## config.mk

```make
export PLATFORM = sky130hd
export DESIGN_NAME = serial_target_port_fifo
export DESIGN_NICKNAME = d
export VERILOG_FILES = /design/src/rtl/serial_target_port_fifo.sv
export SDC_FILE = /design/constraint.sdc
export NUM_CORES = 1
export LEC_CHECK = 0
export CORE_ASPECT_RATIO = 0.7
export CORE_MARGIN = 4
export CORE_UTILIZATION = 55
export DETAILED_ROUTE_END_ITERATION = 8
export GPL_TIMING_DRIVEN = 0
export PLACE_DENSITY_LB_ADDON = 0.1
export SLEW_MARGIN = 5
export SYNTH_ARGS = -nofsm -noshare
export SYNTH_HDL_FRONTEND = slang
export SYNTH_SLANG_ARGS = --single-unit
```

## constraint.sdc

```tcl
create_clock -name clk -period 2.8 [get_ports clk]
set_clock_uncertainty 0.05 [all_clocks]
set_input_delay 0.42 -clock clk [delete_from_list [all_inputs] [get_ports clk]]
set_output_delay 0.42 -clock clk [all_outputs]
set_load 0.01 [all_outputs]
```

## src/rtl/serial_target_port_fifo.sv

```systemverilog
// serial_target_port_fifo
//   Target-side port of the serial bus. It deserialises LSB-first address and write-data frames
//   into parallel transfers, and serialises target read data from a TX FIFO back onto the bus.
//   Optional macro SERIAL_PARITY_EN adds one trailing even-parity bit to every frame.
// Ports
//   clk, rst                       clock, asynchronous active-high reset
//   target_data_out[_valid/_ready] read-data push interface into the TX FIFO
//   target_rw/ready/ack            target status, copied to bus_target_* combinationally
//   bus_data_in[_valid], bus_mode  serial RX bit, qualifier, 1 = data frame / 0 = address frame
//   bus_data_out[_valid]           serial TX bit, LSB first
//   target_addr_in[_valid]         received address, held; 1-cycle valid pulse
//   target_data_in[_valid]         received write data, held (0 on read delivery); 1-cycle pulse
//   rx_err, parity_err             1-cycle error pulses
module serial_target_port_fifo #(
   parameter int unsigned ADDR_WIDTH    = 16,
   parameter int unsigned DATA_WIDTH    = 8,
   parameter int unsigned TX_FIFO_DEPTH = 4
) (
   input  logic                  clk,
   input  logic                  rst,
   input  logic [DATA_WIDTH-1:0] target_data_out,
   input  logic                  target_data_out_valid,
   output logic                  target_data_out_ready,
   input  logic                  target_rw,
   input  logic                  target_ready,
   input  logic                  target_ack,
   output logic                  bus_target_rw,
   output logic                  bus_target_ready,
   output logic                  bus_target_ack,
   input  logic                  bus_data_in,
   input  logic                  bus_data_in_valid,
   input  logic                  bus_mode,
   output logic                  bus_data_out,
   output logic                  bus_data_out_valid,
   output logic [ADDR_WIDTH-1:0] target_addr_in,
   output logic                  target_addr_in_valid,
   output logic [DATA_WIDTH-1:0] target_data_in,
   output logic                  target_data_in_valid,
   output logic                  rx_err,
   output logic                  parity_err
);

`ifdef SERIAL_PARITY_EN
   localparam int unsigned Par = 1;
`else
   localparam int unsigned Par = 0;
`endif
   localparam int unsigned Afl = ADDR_WIDTH + Par;  // RX address frame length
   localparam int unsigned Dfl = DATA_WIDTH + Par;  // RX/TX data frame length
   localparam int unsigned Acw = $clog2(Afl);
   localparam int unsigned Dcw = $clog2(Dfl);
   localparam int unsigned Pw  = $clog2(TX_FIFO_DEPTH);
   localparam int unsigned Cw  = Pw + 1;
   localparam logic [Acw-1:0] ALast = Acw'(Afl - 1);
   localparam logic [Dcw-1:0] DLast = Dcw'(Dfl - 1);

   typedef enum logic [1:0] {StIdle, StLoad, StShift} tx_state_e;

   assign bus_target_rw    = target_rw;
   assign bus_target_ready = target_ready;
   assign bus_target_ack   = target_ack;

   // ---------------- TX FIFO ----------------
   logic [DATA_WIDTH-1:0] mem_q [TX_FIFO_DEPTH];
   logic [Pw-1:0]         wr_ptr_q, wr_ptr_d, rd_ptr_q, rd_ptr_d;
   logic [Cw-1:0]         count_q, count_d;
   logic                  fifo_full, fifo_empty, push, pop;
   tx_state_e             st_q;
   logic [Dfl-1:0]        sh_q, tx_frame;
   logic [Dcw-1:0]        tcnt_q;
   logic                  tx_valid_q;

   assign fifo_full             = (count_q == Cw'(TX_FIFO_DEPTH));
   assign fifo_empty            = (count_q == '0);
   assign target_data_out_ready = !fifo_full;
   assign push                  = target_data_out_valid && !fifo_full;
   assign pop                   = (st_q == StLoad);  // LOAD is only entered with data present

   always_comb begin
      wr_ptr_d = push ? wr_ptr_q + Pw'(1) : wr_ptr_q;
      rd_ptr_d = pop ? rd_ptr_q + Pw'(1) : rd_ptr_q;
      count_d  = count_q + {{Pw{1'b0}}, push} - {{Pw{1'b0}}, pop};
   end

   always_ff @(posedge clk) begin
      if (push) mem_q[wr_ptr_q] <= target_data_out;
   end

`ifdef SERIAL_PARITY_EN
   assign tx_frame = {^mem_q[rd_ptr_q], mem_q[rd_ptr_q]};
`else
   assign tx_frame = mem_q[rd_ptr_q];
`endif

   // ---------------- TX serialiser ----------------
   always_ff @(posedge clk or posedge rst) begin
      if (rst) begin
         st_q       <= StIdle;
         sh_q       <= '0;
         tcnt_q     <= '0;
         tx_valid_q <= 1'b0;
      end else begin
         unique case (st_q)
            StIdle: if (!fifo_empty) st_q <= StLoad;
            StLoad: begin
               sh_q       <= tx_frame;
               tcnt_q     <= '0;
               tx_valid_q <= 1'b1;
               st_q       <= StShift;
            end
            StShift: begin
               if (tcnt_q == DLast) begin
                  sh_q       <= '0;
                  tx_valid_q <= 1'b0;  // the one gap cycle between words
                  st_q       <= fifo_empty ? StIdle : StLoad;
               end else begin
                  sh_q   <= sh_q >> 1;
                  tcnt_q <= tcnt_q + Dcw'(1);
               end
            end
            default: st_q <= StIdle;
         endcase
      end
   end

   assign bus_data_out       = sh_q[0];
   assign bus_data_out_valid = tx_valid_q;

   // ---------------- RX deserialiser ----------------
   logic [Acw-1:0]        addr_cnt_q, addr_cnt_d;
   logic [Dcw-1:0]        data_cnt_q, data_cnt_d;
   logic [ADDR_WIDTH-1:0] addr_buf_q, addr_buf_d, addr_out_q, addr_out_d;
   logic [DATA_WIDTH-1:0] data_buf_q, data_buf_d, data_out_q, data_out_d;
   logic pending_q, pending_d, dlv_rd_q, dlv_rd_d, dlv_wr_q, dlv_wr_d, perr_q, perr_d;
   logic addr_valid_q, addr_valid_d, data_valid_q, data_valid_d;
   logic rx_err_q, rx_err_d, parity_err_q, parity_err_d;
   logic bit_in, wr_open, a_par_bad, d_par_bad;

`ifdef SERIAL_PARITY_EN
   assign a_par_bad = (^addr_buf_q) != bus_data_in;
   assign d_par_bad = (^data_buf_q) != bus_data_in;
`else
   assign a_par_bad = 1'b0;
   assign d_par_bad = 1'b0;
`endif

   assign bit_in  = bus_data_in_valid && (st_q == StIdle);
   // A write address stays pending through its delivery edge, but that edge may already
   // start a new address frame.
   assign wr_open = pending_q && !dlv_wr_q;

   always_comb begin
      addr_cnt_d   = addr_cnt_q;
      data_cnt_d   = data_cnt_q;
      addr_buf_d   = addr_buf_q;
      data_buf_d   = data_buf_q;
      addr_out_d   = addr_out_q;
      data_out_d   = data_out_q;
      pending_d    = pending_q;
      dlv_rd_d     = 1'b0;
      dlv_wr_d     = 1'b0;
      perr_d       = 1'b0;
      addr_valid_d = 1'b0;
      data_valid_d = 1'b0;
      rx_err_d     = 1'b0;
      parity_err_d = perr_q;

      if (dlv_rd_q) begin
         addr_out_d   = addr_buf_q;
         data_out_d   = '0;
         addr_valid_d = 1'b1;
      end
      if (dlv_wr_q) begin
         addr_out_d   = addr_buf_q;
         data_out_d   = data_buf_q;
         addr_valid_d = 1'b1;
         data_valid_d = 1'b1;
         pending_d    = 1'b0;
      end

      if (bit_in && !bus_mode) begin
         if (wr_open) begin
            rx_err_d = 1'b1;
         end else begin
            for (int i = 0; i < ADDR_WIDTH; i++) begin
               if (int'(addr_cnt_q) == i) addr_buf_d[i] = bus_data_in;
            end
            if (addr_cnt_q == ALast) begin
               addr_cnt_d = '0;
               if (a_par_bad)      perr_d    = 1'b1;
               else if (target_rw) pending_d = 1'b1;
               else                dlv_rd_d  = 1'b1;
            end else begin
               addr_cnt_d = addr_cnt_q + Acw'(1);
            end
         end
      end else if (bit_in && bus_mode) begin
         if (addr_cnt_q != '0) begin
            addr_cnt_d = '0;  // abort the partial address
            rx_err_d   = 1'b1;
         end else if (!wr_open) begin
            rx_err_d = 1'b1;
         end else begin
            for (int i = 0; i < DATA_WIDTH; i++) begin
               if (int'(data_cnt_q) == i) data_buf_d[i] = bus_data_in;
            end
            if (data_cnt_q == DLast) begin
               data_cnt_d = '0;
               if (d_par_bad) begin
                  perr_d    = 1'b1;
                  pending_d = 1'b0;
               end else begin
                  dlv_wr_d = 1'b1;
               end
            end else begin
               data_cnt_d = data_cnt_q + Dcw'(1);
            end
         end
      end
   end

   always_ff @(posedge clk or posedge rst) begin
      if (rst) begin
         wr_ptr_q     <= '0;
         rd_ptr_q     <= '0;
         count_q      <= '0;
         addr_cnt_q   <= '0;
         data_cnt_q   <= '0;
         addr_buf_q   <= '0;
         data_buf_q   <= '0;
         addr_out_q   <= '0;
         data_out_q   <= '0;
         pending_q    <= 1'b0;
         dlv_rd_q     <= 1'b0;
         dlv_wr_q     <= 1'b0;
         perr_q       <= 1'b0;
         addr_valid_q <= 1'b0;
         data_valid_q <= 1'b0;
         rx_err_q     <= 1'b0;
         parity_err_q <= 1'b0;
      end else begin
         wr_ptr_q     <= wr_ptr_d;
         rd_ptr_q     <= rd_ptr_d;
         count_q      <= count_d;
         addr_cnt_q   <= addr_cnt_d;
         data_cnt_q   <= data_cnt_d;
         addr_buf_q   <= addr_buf_d;
         data_buf_q   <= data_buf_d;
         addr_out_q   <= addr_out_d;
         data_out_q   <= data_out_d;
         pending_q    <= pending_d;
         dlv_rd_q     <= dlv_rd_d;
         dlv_wr_q     <= dlv_wr_d;
         perr_q       <= perr_d;
         addr_valid_q <= addr_valid_d;
         data_valid_q <= data_valid_d;
         rx_err_q     <= rx_err_d;
         parity_err_q <= parity_err_d;
      end
   end

   assign target_addr_in       = addr_out_q;
   assign target_addr_in_valid = addr_valid_q;
   assign target_data_in       = data_out_q;
   assign target_data_in_valid = data_valid_q;
   assign rx_err               = rx_err_q;
   assign parity_err           = parity_err_q;

endmodule

```

=== Word level (Yosys, flattened, before mapping) ===
Memories as Yosys holds them, arrays and structs flattened.
Index checks and enable logic that the tools add are counted.

* Word-level logic and storage cells: 174
* Register bits: 82
* Bits in latches: 0
* Memories kept: 1
* RAM bits: 32
* Output and inout bits: 34
* Bits in read-only memories: 0

{| class="wikitable"
|+ Memories
! memory !! words !! bits a word !! rd ports !! clocked after Yosys merged registers in !! wr ports !! RTL line !! source
|-
| mem_q || 4 || 8 || 1 || 0 || 1 || 64 || <nowiki>logic [DATA_WIDTH-1:0] mem_q [TX_FIFO_DEPTH];</nowiki>
|}

* $mul: 0
* Add/subtract/negate cells: 7
* Reduce and logical (&&, ||, !) cells: 46
* Bitwise operators: 3
* Muxes and demuxes: 44
* Equality and inequality tests: 32
* Shift-type cells: 0
* Magnitude comparators: 0
* Divide/modulo/power cells: 0

{| class="wikitable"
|+ Operators with widths
! kind !! number
|-
| $reduce_and A3 Y1 || 17
|-
| $reduce_and A5 Y1 || 8
|-
| $eq A4 B4 Y1 const B || 9
|-
| $mux W16 || 2
|-
| $mux W1 || 26
|-
| $eq A3 B3 Y1 const B || 7
|-
| $mux W4 || 5
|-
| $eq A4 B3 Y1 const B || 4
|-
| $mux W8 || 2
|-
| $pmux W8 S2 || 1
|-
| $eq A4 B2 Y1 const B || 2
|-
| $ne A2 B2 Y1 const B || 4
|-
| $reduce_bool A2 Y1 || 4
|-
| $mux W7 || 1
|-
| $add A3 B1 Y3 const B || 2
|-
| $eq A3 B2 Y1 const B || 2
|-
| $logic_not A3 Y1 || 2
|-
| $mux W3 || 2
|-
| $pmux W2 S3 || 1
|-
| $pmux W3 S2 || 1
|-
| $reduce_and A2 Y1 || 3
|-
| $logic_and A1 B1 Y1 || 5
|-
| $add A2 B1 Y2 const B || 2
|-
| $add A4 B1 Y4 const B || 1
|-
| 14 further kinds || 19
|}

=== Longest topological paths before layout ===
* Word-level depth: 6
* Mapped depth: 8
* Mapped depth without buffers: 8

=== Least setup slack after synthesis ===
Ideal clock, no wire load.

* Kind: flip-flop to flip-flop
* Start: reg count_q[1]
* End: reg count_q[2]
* Data required time: 2.627 ns
* Stages on the path, launching flop included: 9
* Path slack: 0.677 ns
* Data arrival time: 1.950 ns
* Clock period less this slack: 2.123 ns
* Cell sequence: dfrtp_1 > or3b_1 > and2_1 > inv_1 > ha_1 > inv_1 > ha_1 > fa_1 > xnor2_1

* Cells in the longest elaborated chain, start to end: 5

{| class="wikitable"
|+ Ends and longest elaborated chain
! element !! RTL line !! source
|-
| from (decl) || 66 || <nowiki>logic [Cw-1:0] count_q, count_d;</nowiki>
|-
| from (signal assigned) || 244 || <nowiki>count_q <= count_d;</nowiki>
|-
| $eq A3 B3 Y1 || 73 || <nowiki>assign fifo_full = (count_q == Cw'(TX_FIFO_DEPTH));</nowiki>
|-
| $logic_not A1 Y1 || n/a ||
|-
| net target_data_out_ready || 23 || <nowiki>output logic target_data_out_ready,</nowiki>
|-
| $logic_and A1 B1 Y1 || 76 || <nowiki>assign push = target_data_out_valid && !fifo_full;</nowiki>
|-
| $add A3 B1 Y3 || 82 || <nowiki>count_d = count_q + {{Pw{1'b0}}, push} - {{Pw{1'b0}}, pop};</nowiki>
|-
| $sub A3 B1 Y3 || 82 ||
|-
| net count_d[2] || 66 ||
|}

The timed path passes the listed nets, and every way through them passes these cells.
A chain may end at the register's enable or synchronous reset.

=== Worst setup path in the final report ===
* Start: reg count_q[1]
* End: out target_data_out_ready

* Cells in the longest elaborated chain, start to end: 2

{| class="wikitable"
|+ Ends and longest elaborated chain
! element !! RTL line !! source
|-
| $eq A3 B3 Y1 || 73 ||
|-
| $logic_not A1 Y1 || 75 || <nowiki>assign target_data_out_ready = !fifo_full;</nowiki>
|-
| to (decl) || 23 ||
|}

No other way between the ends.

==> reports/metrics.csv <==
metric,value,unit
result_of_the_run,completed,
place.port_buffers,47,
fin_worst_hold_slack,0.2677,ns
dp_worst_setup_slack,0.4233,ns
cts_inserted_buffers,17,
yosys_warnings,0,
route.detailed.vias_per_inst,5.475,
initial_antenna_violation_count,0,
clock_slew_seen_by_the_registers_of_the_worst_setup_and_hold_paths,0.05,ns
crit_fanout,6,
synth_top_cells_by_count,"82 x dfrtp_1, 38 x mux2_2, 32 x edfxtp_1",
clock_sinks,114,
layout-drive-gt1-share,20.73,%
cp-start-kind,flop,
cell_by_cell_listing_of_the_critical_path,or3b_1 > clkdlybuf4s50_1,
grt_overflow,0,
postSynthCellCount,383,
detail_route.iter0.violations,205,
setup_viol_count_final,0,
antenna_left,0,
postSynth.asyncResetShare,71.93,%
fin_crit_sh,82.29,%
worst-r2r-setup-slack,0.55,ns
cts_hold_repair.buffers,0,
total_power,6.159,mW
fp.dieArea,0.01093,mm2
synth_seq_area_share,58.90,%
area_growth,24.27,%
ys_top_cells_by_area,"dfrtp_1 40%, edfxtp_1 19%, mux2_2 8.4%, ha_1 5.4%, mux4_2 3.5%",
final.setup.tns,0,ns
power_per_cell_area,969.0,mW/mm2
critical_path_depth,2,
antenna_fix_cells,0,
arrival,1.83,ns
grt-busiest-layer,met2,
die_height,88.69,um
cap_violations,0,
synth_enable_flop_cells,32,
multiInputGateArea,0.001904,mm2
synth_cell_type_count,44,
finalMaxSlewViolations,0,
firstDrtPassIters,4,
postRouteWirelength,10.05,mm
synth.most_common_cell,dfrtp_1,
endpoint_kind,primary output,
seqCellArea,0.003013,mm2
report.final.hold_viol_count,0,
cp_slowest_cell,clkdlybuf4s50_1,
setup.worst_path.class,flop to primary output,
postSynthNetCount,423,
route.detailed.drc,0,
syn_area,0.005115,mm2
worstPathBufferInverterCount,1,
vias_in_the_first_global_route,3312,
global_router_s_overall_resource_usage,20.52,%
starting_density_of_the_core,56.39,%
ir_drop,0.6143,mV
worst_r2r_path_depth,7,
timing.final.crit_period,2.304,ns
detailroute.via_count,3214,
clock_tree.buffer_depth,2,
die_x,123.3,um
io-pin-count,51,
root_buffer_cell,clkbuf_16,
cts_repair_resize_count,0,
use_met2,30.37,%
slew_headroom,58.87,%
grt_util_met1,28.49,%
clock_tree.htree_level_count,4,
placed_area,0.005771,mm2
routed_wire_length_per_instance,17.12,um
postSynthRegisterBits,114,
unrepaired_setup_endpoints_after_global_routing,no,
post_route_setup_slack,0.4959,ns
postSynthAreaPerCell,13.35,um2
power.leakage,2.811,nW
grt_max_degree,64,
dp_hpwl,6.845,mm
slowest_delay,0.52,ns
core,0.009071,mm2
finish.instance_area,0.006356,mm2
grt_pass1_wl,16.70,mm
max_clock_freq,434.0,MHz
tritoncts,done,
synth.largest_area_cell,dfrtp_1,
floorplan.rows,29,
cts.repair_timing.setup_buffer_count,0,
layout.filler_cells,647,
clock_insertion_delay_worst_skew,0.41,ns
synthFlopType,dfrtp_1,
yosys_top_cell_area_share,40.12,%
kind_of_cell_adding_the_most_delay_to_the_critical_path,buffers and inverters,
cp_data_required_time,2.33,ns
worst_slew_pin_slew,0.6169,ns
groute.layer.met3.usage,6.326,%
type_of_the_tightest_min_delay_check,input port to asynchronous set/reset pin,
gp_congestion,0.8400,
nets,490,
## cell type report
class | count | share of cell area (%)
Sequential cell | 114 | 47.40
Clock buffer | 19 | 6.969
Multi-Input combinational cell | 225 | 29.96
Clock inverter | 13 | 2.244
Tap cell | 124 | 2.441
Timing Repair Buffer | 48 | 7.835
Inverter | 18 | 1.102
Buffer | 26 | 2.047
## worst register-to-register path: cells and delay by family (launching register included)
family | cells | cell delay, ns
flops | 1 | 0.42
buf+inv | 2 | 0.13
fa+ha+maj | 3 | 0.79
simple gates | 2 | 0.72
## placed cells by master, fill, tap and decap left out, types with 5 or more instances in the layout
cell             instances
buf_2                    7
nand3_1                 10
clkdlybuf4s50_1         47
clkinv_2                 5
inv_1                   17
clkbuf_1                14
nand2_1                 21
mux4_2                   8
dfrtp_1                 82
o21ai_0                 10
ha_1                    22
nor2b_1                 10
a31oi_1                  8
nand3b_1                 9
clkbuf_16               17
and3_1                   7
nor2_1                   8
nand4_1                 17
edfxtp_1                32
mux2_1                   7
nand2b_1                12
mux2_2                  38
## per-stage QoR
step                      std cells  utilization, %
after CTS                       587           70.07
after global routing            587           70.07
after detailed placement        555           63.61
after floorplan                 383               -
final                           587           70.07
after global placement          554           63.28
## kinds of logic after synthesis
family                   after synthesis  share of synthesized area [%]
buffers and inverters                 44                          3.865
flip-flops                           114                          58.90
AO/OA/AOI/OAI                         30                          3.670
adder cells (fa/ha/maj)               23                          5.773
AND/OR/NAND/NOR                      108                          12.28
multiplexers                          57                          14.41
other                                  1                        0.07332
XOR/XNOR                               6                          1.027
## power breakdown
part	switching [mW]	internal, mW	leakage [nW]
Sequential	0.210	2.10	1.38
Clock	0.733	1.40	0.289
Combinational	0.942	0.769	1.14
## per-layer routing
metal | routed length, um | vias to the layer above
met5 | 0 | -
met3 | 485 | 13
met1 | 4784 | 1623
met4 | 159 | 0
met2 | 4622 | 69
li1 | - | 1509
## path summary, 6_finish.rpt
check | endpoint | from
setup / recovery | target_data_out_ready | count_q[1]
hold / removal | target_data_in[2] | rst
setup reg to reg | count_q[1] | count_q[1]
hold reg to reg | target_data_in_valid | dlv_wr_q
max in group asynchronous | addr_cnt_q[0] | rst
min in group clk | target_data_in_valid | dlv_wr_q
## registers in the layout, indices dropped and copies added (netlist names)
register	cells
bus_data_out_valid	1
sh_q	8
dlv_wr_q	1
data_buf_q	8
addr_cnt_q	4
target_data_in	8
target_data_in_valid	1
wr_ptr_q	2
target_addr_in_valid	1
count_q	3
addr_buf_q	16
dlv_rd_q	1
mem_q	32
target_addr_in	16
data_cnt_q	3
tcnt_q	3
st_q	2
pending_q	1
rd_ptr_q	2
rx_err	1
Power figures use the tool's default switching activity.
